<file path="src/rtl/sand_pkg.sv">
// rtl/sand_pkg.sv - shared coordinate, mode and drop request types for the sand drop scheduler
package sand_pkg;

    localparam int COORD_W = 9;

    typedef logic [COORD_W-1:0] coord_t;

    typedef enum logic [1:0] {
        DROP_OFF    = 2'd0,
        DROP_CENTRE = 2'd1,
        DROP_RANDOM = 2'd2,
        DROP_MANUAL = 2'd3
    } drop_mode_e;

    typedef struct packed {
        coord_t x;
        coord_t y;
    } drop_req_t;

    // Pull an out-of-range coordinate back onto the last valid cell; res must be non-zero.
    function automatic coord_t clamp_coord(input coord_t c, input coord_t res);
        return (c >= res) ? coord_t'(res - 1'b1) : c;
    endfunction

endpackage

</file>
<file path="src/rtl/sand_drop_fifo.sv">
// rtl/sand_drop_fifo.sv - synchronous manual drop request queue, no bypass
module sand_drop_fifo
    import sand_pkg::*;
#(
    parameter int DEPTH = 4
) (
    input  logic      clk,
    input  logic      rst,
    input  logic      push_i,
    input  drop_req_t push_data_i,
    input  logic      pop_i,
    output drop_req_t head_o,
    output logic      full_o,
    output logic      empty_o
);

    localparam int AW = $clog2(DEPTH);

    drop_req_t       mem_q [DEPTH];
    logic [AW:0]     wptr_q, wptr_d;
    logic [AW:0]     rptr_q, rptr_d;
    logic [AW:0]     count;
    logic            do_push;
    logic            do_pop;

    // Pointers carry one extra wrap bit so that full and empty stay distinguishable.
    assign count   = wptr_q - rptr_q;
    assign full_o  = (count == (AW+1)'(DEPTH));
    assign empty_o = (count == '0);
    assign do_push = push_i && !full_o;
    assign do_pop  = pop_i && !empty_o;
    assign head_o  = mem_q[rptr_q[AW-1:0]];

    always_comb begin
        wptr_d = wptr_q + (AW+1)'(do_push);
        rptr_d = rptr_q + (AW+1)'(do_pop);
    end

    always_ff @(posedge clk) begin
        if (rst) begin
            wptr_q <= '0;
            rptr_q <= '0;
        end else begin
            wptr_q <= wptr_d;
            rptr_q <= rptr_d;
        end
    end

    always_ff @(posedge clk) begin
        if (do_push) begin
            mem_q[wptr_q[AW-1:0]] <= push_data_i;
        end
    end

endmodule

</file>
<file path="src/rtl/sand_drop_scheduler.sv">
// rtl/sand_drop_scheduler.sv - frame strobe generator and per-frame drop source for the sand array
module sand_drop_scheduler
    import sand_pkg::*;
#(
    parameter int          MAX_SIZE     = 32,
    parameter int          COORD_W      = sand_pkg::COORD_W,
    parameter int          FRAME_CYCLES = 416667,
    parameter int          FIFO_DEPTH   = 4,
    parameter logic [15:0] LFSR_SEED    = 16'hACE1
) (
    input  logic               clk,
    input  logic               rst,
    input  logic               enable_i,
    input  logic [1:0]         mode_i,
    input  logic [COORD_W-1:0] resolution_i,
    input  logic               manual_valid_i,
    output logic               manual_ready_o,
    input  logic [COORD_W-1:0] manual_x_i,
    input  logic [COORD_W-1:0] manual_y_i,
    output logic               new_frame_o,
    output logic               drop_o,
    output logic [COORD_W-1:0] drop_x_o,
    output logic [COORD_W-1:0] drop_y_o,
    output logic [15:0]        frame_count_o
);

    localparam int               CNT_W    = $clog2(FRAME_CYCLES);
    localparam logic [CNT_W-1:0] CNT_LAST = CNT_W'(FRAME_CYCLES - 1);
    localparam int               PROD_W   = COORD_W + 8;

    logic [CNT_W-1:0]   cnt_q, cnt_d;
    logic [15:0]        lfsr_q, lfsr_d;
    logic [15:0]        frame_count_q, frame_count_d;
    logic               new_frame_q, new_frame_d;
    logic               drop_q, drop_d;
    coord_t             drop_x_q, drop_x_d;
    coord_t             drop_y_q, drop_y_d;

    logic               wrap;
    drop_mode_e         mode;
    coord_t             res_eff;
    logic               res_zero;
    logic [PROD_W-1:0]  prod_x, prod_y;
    logic               fifo_full, fifo_empty, fifo_pop;
    drop_req_t          fifo_head, fifo_in;

    assign fifo_in        = '{x: coord_t'(manual_x_i), y: coord_t'(manual_y_i)};
    assign manual_ready_o = !fifo_full;

    sand_drop_fifo #(
        .DEPTH(FIFO_DEPTH)
    ) u_fifo (
        .clk        (clk),
        .rst        (rst),
        .push_i     (manual_valid_i),
        .push_data_i(fifo_in),
        .pop_i      (fifo_pop),
        .head_o     (fifo_head),
        .full_o     (fifo_full),
        .empty_o    (fifo_empty)
    );

    // Resolutions beyond the largest supported grid saturate so drops stay on the array.
    assign res_eff  = (resolution_i > COORD_W'(MAX_SIZE)) ? coord_t'(MAX_SIZE) : coord_t'(resolution_i);
    assign res_zero = (res_eff == '0);
    assign mode     = drop_mode_e'(mode_i);
    assign wrap     = enable_i && (cnt_q == CNT_LAST);
    assign fifo_pop = wrap && (mode == DROP_MANUAL) && !res_zero && !fifo_empty;

    // Scale an 8-bit random fraction onto 0..res-1 without a modulo.
    assign prod_x = PROD_W'(lfsr_q[7:0])  * PROD_W'(res_eff);
    assign prod_y = PROD_W'(lfsr_q[15:8]) * PROD_W'(res_eff);

    always_comb begin
        lfsr_d        = {1'b0, lfsr_q[15:1]} ^ (lfsr_q[0] ? 16'hB400 : 16'h0000);
        cnt_d         = (!enable_i || wrap) ? '0 : cnt_q + 1'b1;
        new_frame_d   = wrap;
        frame_count_d = frame_count_q + 16'(wrap);
        drop_d        = 1'b0;
        drop_x_d      = drop_x_q;
        drop_y_d      = drop_y_q;
        if (wrap && !res_zero) begin
            case (mode)
                DROP_CENTRE: begin
                    drop_d   = 1'b1;
                    drop_x_d = res_eff >> 1;
                    drop_y_d = res_eff >> 1;
                end
                DROP_RANDOM: begin
                    drop_d   = 1'b1;
                    drop_x_d = prod_x[PROD_W-1:8];
                    drop_y_d = prod_y[PROD_W-1:8];
                end
                DROP_MANUAL: begin
                    if (!fifo_empty) begin
                        drop_d   = 1'b1;
                        drop_x_d = clamp_coord(fifo_head.x, res_eff);
                        drop_y_d = clamp_coord(fifo_head.y, res_eff);
                    end
                end
                default: ;
            endcase
        end
    end

    always_ff @(posedge clk) begin
        if (rst) begin
            cnt_q         <= '0;
            lfsr_q        <= LFSR_SEED;
            frame_count_q <= '0;
            new_frame_q   <= 1'b0;
            drop_q        <= 1'b0;
            drop_x_q      <= '0;
            drop_y_q      <= '0;
        end else begin
            cnt_q         <= cnt_d;
            lfsr_q        <= lfsr_d;
            frame_count_q <= frame_count_d;
            new_frame_q   <= new_frame_d;
            drop_q        <= drop_d;
            drop_x_q      <= drop_x_d;
            drop_y_q      <= drop_y_d;
        end
    end

    assign new_frame_o   = new_frame_q;
    assign drop_o        = drop_q;
    assign drop_x_o      = drop_x_q;
    assign drop_y_o      = drop_y_q;
    assign frame_count_o = frame_count_q;

endmodule

</file>
<file path="config.mk">
export PLATFORM = sky130hd
export DESIGN_NAME = sand_drop_scheduler
export DESIGN_NICKNAME = d
export VERILOG_FILES = /design/src/rtl/sand_pkg.sv /design/src/rtl/sand_drop_fifo.sv /design/src/rtl/sand_drop_scheduler.sv
export SDC_FILE = /design/constraint.sdc
export NUM_CORES = 1
export LEC_CHECK = 0
export ABC_AREA = 0
export BUFFER_PORTS_ARGS = -buffer_cell sky130_fd_sc_hd__buf_2
export CAP_MARGIN = 20
export CORE_MARGIN = 2
export CORE_UTILIZATION = 55
export DETAILED_ROUTE_END_ITERATION = 8
export PLACE_DENSITY_LB_ADDON = 0.15
export SETUP_SLACK_MARGIN = 0.05
export SKIP_CTS_REPAIR_TIMING = 1
export SLEW_MARGIN = 20
export SYNTH_ARGS = -nofsm -noshare
export SYNTH_HDL_FRONTEND = slang
export SYNTH_SLANG_ARGS = --single-unit
</file>
<file path="constraint.sdc">
create_clock -name clk -period 6.95 [get_ports clk]
set_clock_uncertainty 0.15 [all_clocks]
set_input_delay 1.39 -clock clk [delete_from_list [all_inputs] [get_ports clk]]
set_output_delay 1.39 -clock clk [all_outputs]
set_load 0.05 [all_outputs]
</file>
# Yosys cells after proc, flatten, opt, wreduce, memory -nomap -nowiden
# Memory sizes are Yosys's and may differ from the RTL's. A register that Yosys moved wholly into a read port is not among the register bits.
# Cells that the tools add are included.
dict set report totals {
  register_bits 77
  latch_bits 0
  mem_bits_rw 72
  romBits 0
  in_bits 33
  word_cells 61
  memories 1
}
# memory depth width rd rd_clocked_by_memory_dff wr line
set mem_list {}
lappend mem_list {u_fifo.mem_q 4 18 1 1 1 sand_drop_fifo.sv:19} ;# drop_req_t mem_q [DEPTH];
dict set report op_classes {
  add_sub_neg 6
  mul 2
  div_mod_pow 0
  order_cmp 3
  eq_ne 6
  shifts 0
  n_mux 13
  bitwise_logic 2
  n_reduce_logical 19
}
# op n
set ops {}
lappend ops {{one-hot mux 9 bit (3 select lines)} 2}
lappend ops {{2-to-1 mux 9 bit} 5}
lappend ops {{multiplier 8 x 9 -> 17 bit} 2}
lappend ops {{adder 19 x 1 -> 19 bit (second input constant)} 1}
lappend ops {{== test 19 bit (second input constant)} 1}
lappend ops {{>= comparator 9 bit} 2}
lappend ops {{adder 16 x 1 -> 16 bit} 1}
lappend ops {{2-to-1 mux 16 bit} 1}
lappend ops {{XOR 15 x 16 -> 16 bit} 1}
lappend ops {{greater-than comparator 9 x 6 -> 1 bit (second input constant)} 1}
lappend ops {{logical NOT 9 bit} 1}
lappend ops {{subtractor 9 x 1 -> 9 bit (second input constant)} 1}
lappend ops {{logical AND 1 bit} 7}
lappend ops {{adder 3 x 1 -> 3 bit} 2}
lappend ops {{OR reduction 2 bit} 3}
lappend ops {{== test 2 bit (second input constant)} 2}
lappend ops {{logical NOT 1 bit} 4}
lappend ops {{== test 3 bit (second input constant)} 1}
lappend ops {{logical NOT 3 bit} 1}
lappend ops {{2-to-1 mux 1 bit} 3}
lappend ops {{AND reduction 3 bit} 1}
lappend ops {{nonzero test 3 bit} 1}
lappend ops {{subtractor 3 bit} 1}
lappend ops {{== test 2 x 1 -> 1 bit (second input constant)} 1}
lappend ops {{other kinds (5)} 5}

# Longest topological paths before layout
dict set report depth {
  ltp_word 9
  ltp_mapped 22
  ltp_nobuf 19
}

# Modules after synthesis
# A second synthesis with hierarchy kept.
dict set report unflattened {
  cells_unflattened 1053
  hier_area_um2 10959.3
}
# module n_inst cells_per_inst area_each_um2 seq_area_each_um2
set modules_own_cells {}
lappend modules_own_cells {sand_drop_scheduler 1 919 7956.4 1421.4}
lappend modules_own_cells {sand_drop_fifo 1 134 3002.9 2282.2}

# Worst setup path before layout
# OpenSTA, ideal clock, no wires.
dict set report synth_timing {
  kind {input to register}
  start {in resolution_i[7]}
  end {reg drop_y_q[3], in the netlist drop_y_o[3]}
  arrival_ns 6.829
  slack_ns -0.103
  stages 20
  path_buffers 3
  path_cell_list {or4_4 -> inv_1 -> clkbuf_1 -> clkbuf_1 -> clkbuf_1 -> and3_1 -> fa_1 -> fa_1 -> fa_1 -> inv_1 -> fa_1 -> inv_1 -> ha_1 -> a21o_1 -> a2111oi_0 -> a21oi_1 -> a21o_1 -> a21oi_1 -> mux2_2 -> o21ai_0}
}
dict set report synth_between {
  elab_chain_len 6
}
# item line
set synth_lines {}
lappend synth_lines {{start, declared} sand_drop_scheduler.sv:15} ;# input logic [COORD_W-1:0] resolution_i,
lappend synth_lines {{greater-than comparator 9 x 6 -> 1 bit} sand_drop_scheduler.sv:64} ;# assign res_eff = (resolution_i > COORD_W'(MAX_SIZE)) ? coord_t'(MAX_SIZE) : coord_t'(resolution_i);
lappend synth_lines {{2-to-1 mux 9 bit *} sand_drop_scheduler.sv:64}
lappend synth_lines {{parallel branches: the longest is 4 deep, another holds multiplier 8 x 9 -> 17 bit} n/a}
lappend synth_lines {{end signal, assigned} sand_drop_scheduler.sv:122} ;# drop_y_q <= drop_y_d;
lappend synth_lines {{end, declared} sand_drop_scheduler.sv:37} ;# coord_t drop_y_q, drop_y_d;
# Mark *: on every way between the ends. The select of a mux whose other input is x is not followed.
# A chain may end at the register's enable or synchronous reset.

# Final worst setup path
# Same ends and word-level chain as after synthesis.

==> results.cfg <==
[worst_setup_path]
crit_path_cell_trace = buf_2 -> or4_4 -> inv_1 -> buf_12 -> and3_1 -> fa_1 -> fa_1 -> fa_1 -> inv_1 -> fa_1 -> inv_1 -> ha_1 -> a21o_1 -> a2111oi_1 -> a21oi_1 -> a21o_1 -> a21oi_1 -> mux2_2 -> o21ai_0
crit_path_end_kind = flop
crit_top_cell = fa_1
crit_path_max_fanout = 35
worstPathRequired_ns = 7.15
cp_slowest_stage_delay_ns = 0.54
critical_path_class = primary input to flop
startpoint_type = primary input
crit_arrival_ns = 6.79
crit_slowest_cell = fa_1

[sta]
fin_crit_ns = 6.58
setup_tns_ns = 0
slew_headroom_pct = 33.9
final-hold-violation-count = 0
fmax_mhz = 152
finalMaxSlewViolations = 0
whs_ns = 0.349
rsz0062_at_grt = no
worst_pin_slew_ns = 0.991
fin_crit_sh_pct = 94.7
setup_viol = 0

[logic_synthesis]
ys.flop_type = dfxtp_1
ys_seq_elements = 149
synth_cells = 1016
synth-seq-area-share_pct = 34.8
syn_area_per_cell_um2 = 10.5
synth_area_mm2 = 0.0106
synth_cell_types = 59
synth_edf_count = 72
ys_async_sr_fraction_pct = 0
yosysWarnings = 0

[clocking]
cts_tree = built
clkLatencyLatePin_ns = 0.43
clk_pin_slew_worst_paths_ns = 0.06
clockBufferDepth = 2
cts.sinks = 149
cts_buffers = 17
cts.htree.levels = 4
root_buffer = clkbuf_16

[drt]
antenna_left = 0
drt_iter0_markers = 410
drc = 0
via_per_inst = 5.47
wl_per_cell_um = 16.0
routed-via-count = 7658
routed_wl_um = 22400
first_pass_iters = 6

[final_layout]
stdcell_count = 1399
utilization_pct = 64.0
syn2layout_area_growth_pct = 13.4
nFillCells = 1541
fin_nets = 1342
drive_gt1_share_pct = 13.1
diodes = 0

[placement]
gp_congestion = 0.853
hpwl_um = 16500
dp_cells = 1367
io_buffers = 69

[floorplanning]
die_area_mm2 = 0.0205
core-area_mm2 = 0.0188
ios = 70
die_w_um = 143
num_rows = 50
fp.dieH_um = 143
initial_utilization_pct = 56.5

[power]
p_sw_share_pct = 33.3
fin_total_pwr_mw = 2.62
combinationalPowerShare_pct = 28.5
p_sw_mw = 0.872
pwr-share-clk_pct = 34.5
seqPwrFrac_pct = 37.0
intPower_mw = 1.75
ir_worst_vdd_mv = 0.190
power_density_mw_per_mm2 = 217
p_leak_nw = 5.54

[global_route]
grt_start_max_net_pins = 44
grt_usage_pct = 23.4
grt_pass1_wl_um = 37200
overflow = 0
antenna_found_initial = 0
grt_pass1_vias = 7534

[worst_hold_path]
hold_path.class = flop to flop

[job]
maxCapViolations = 0

[outcome]
outcome = completed
==> metrics by stage <==
step                      cell area, µm²  setup slack (ns)
final                              12100             0.365
after CTS                          12100             0.389
after floorplan                    10800             0.114
after global routing               12100             0.170
after global placement             11500             0.140
after detailed placement           11500           -0.0489
==> critical path: cells and delay by family <==
| family | cells | cell delay (ns) |
|---|---|---|
| adders and majority gates | 5 | 2.38 |
| and+or+nand+nor | 2 | 0.72 |
| AOI/OAI and AO/OA | 6 | 1.36 |
| muxes | 1 | 0.34 |
| buffers and inverters | 5 | 0.59 |
==> state kept, by name, summed over array words and instances, names as in the netlist <==
register	count
u_fifo.mem_q	72
cnt_q	19
frame_count_o	16
lfsr_q	16
drop_x_o	9
drop_y_o	9
u_fifo.rptr_q	3
u_fifo.wptr_q	3
drop_o	1
new_frame_o	1
==> layout by cell type (no fill, tap or decap), types with 4 or more instances in the layout <==
cell type / n
buf_4: 14
nor2_1: 58
buf_2: 69
a211oi_1: 4
o21ai_0: 33
fa_1: 82
a21o_1: 7
and3_1: 65
and2_1: 22
a31oi_1: 21
xnor2_1: 19
clkbuf_16: 17
a21oi_1: 34
nand4_1: 9
inv_1: 124
nor3_1: 7
mux4_2: 18
inv_8: 5
inv_6: 4
and4_1: 6
edfxtp_1: 72
conb_1: 54
dfxtp_1: 77
o211ai_1: 6
nand3b_1: 4
xor2_1: 33
nor2b_1: 17
ha_1: 101
nand3_1: 35
clkinv_8: 4
nand2_1: 49
or2_2: 8
o22ai_1: 5
nand2b_1: 6
==> synth_stat cells (17+ instances only) <==
library cell | number | area share (%)
o21ai_0 | 33 | 1.6
and2_1 | 22 | 1.3
nor2_1 | 58 | 2.0
nor2b_1 | 17 | 1.0
a31oi_1 | 21 | 1.2
clkbuf_1 | 42 | 1.5
ha_1 | 101 | 12
a21oi_1 | 34 | 1.6
nand2_1 | 49 | 1.7
xnor2_1 | 19 | 1.6
xor2_1 | 33 | 2.7
nand3_1 | 35 | 1.6
mux4_2 | 18 | 3.8
inv_1 | 124 | 4.4
and3_1 | 65 | 3.8
fa_1 | 82 | 15
dfxtp_1 | 77 | 15
edfxtp_1 | 72 | 20
==> final cells by class <==
cell class	instances	area, µm²	share of cell area (%)
inverter	124	465	3.86
tap	260	325	2.70
multi-input combinational	750	6490	53.9
clock inverter	15	173	1.43
timing repair buffer	84	470	3.90
sequential	149	3700	30.7
clock buffer	17	425	3.53
==> path summary, 6_finish.rpt <==
| check | from | to | slack [ns] | cells past startpoint |
|---|---|---|---|---|
| worst max register to register | lfsr_q[13]$_SDFF_PP1_ | drop_y_o[3]$_SDFFE_PP0P_ | 1.88 | 15 |
| worst max-delay path | resolution_i[7] | drop_y_o[3]$_SDFFE_PP0P_ | 0.37 | 19 |
| worst min-delay path | drop_y_o[7]$_SDFFE_PP0P_ | drop_y_o[7]$_SDFFE_PP0P_ | 0.35 | 2 |
| worst min register to register | drop_y_o[7]$_SDFFE_PP0P_ | drop_y_o[7]$_SDFFE_PP0P_ | 0.35 | 2 |
==> power by group through the flow <==
| stage | clock [mW] | combinational (mW) | sequential (mW) |
|---|---|---|---|
| 2_1_floorplan | 0 | 0.574 | 0.979 |
| 3_3_place_gp | 0 | 0.715 | 0.987 |
| 3_5_place_dp | 0 | 0.728 | 0.989 |
| 4_1_cts | 0.915 | 0.737 | 0.970 |
| 5_1_grt | 0.956 | 0.854 | 0.972 |
| 6_report | 0.904 | 0.748 | 0.969 |
==> cells by family (layout without fill, tap and decap cells) <==
| logic type | Yosys count | in the layout | share of synthesized area, % |
|---|---|---|---|
| and+or+nand+nor | 307 | 307 | 15.6 |
| adders and majority gates | 183 | 183 | 27.3 |
| buffers and inverters | 169 | 240 | 6.01 |
| DFF | 149 | 149 | 34.8 |
| AOI/OAI and AO/OA | 133 | 133 | 7.76 |
| xor gates and xnor gates | 52 | 52 | 4.28 |
| muxes | 21 | 21 | 4.11 |
| other | 2 | 54 | 0.0706 |
==> routing by layer <==
metal / vias up / GRT usage (%) / share of wire [%]
met2: 193 / 39.3 / 48
met3: 36 / 3.89 / 4.5
li1: 3696 / - / -
met5: - / 0 / 0
met4: 0 / 7.35 / 2.0
met1: 3733 / 31.2 / 45
Power figures use the tool's default switching activity.
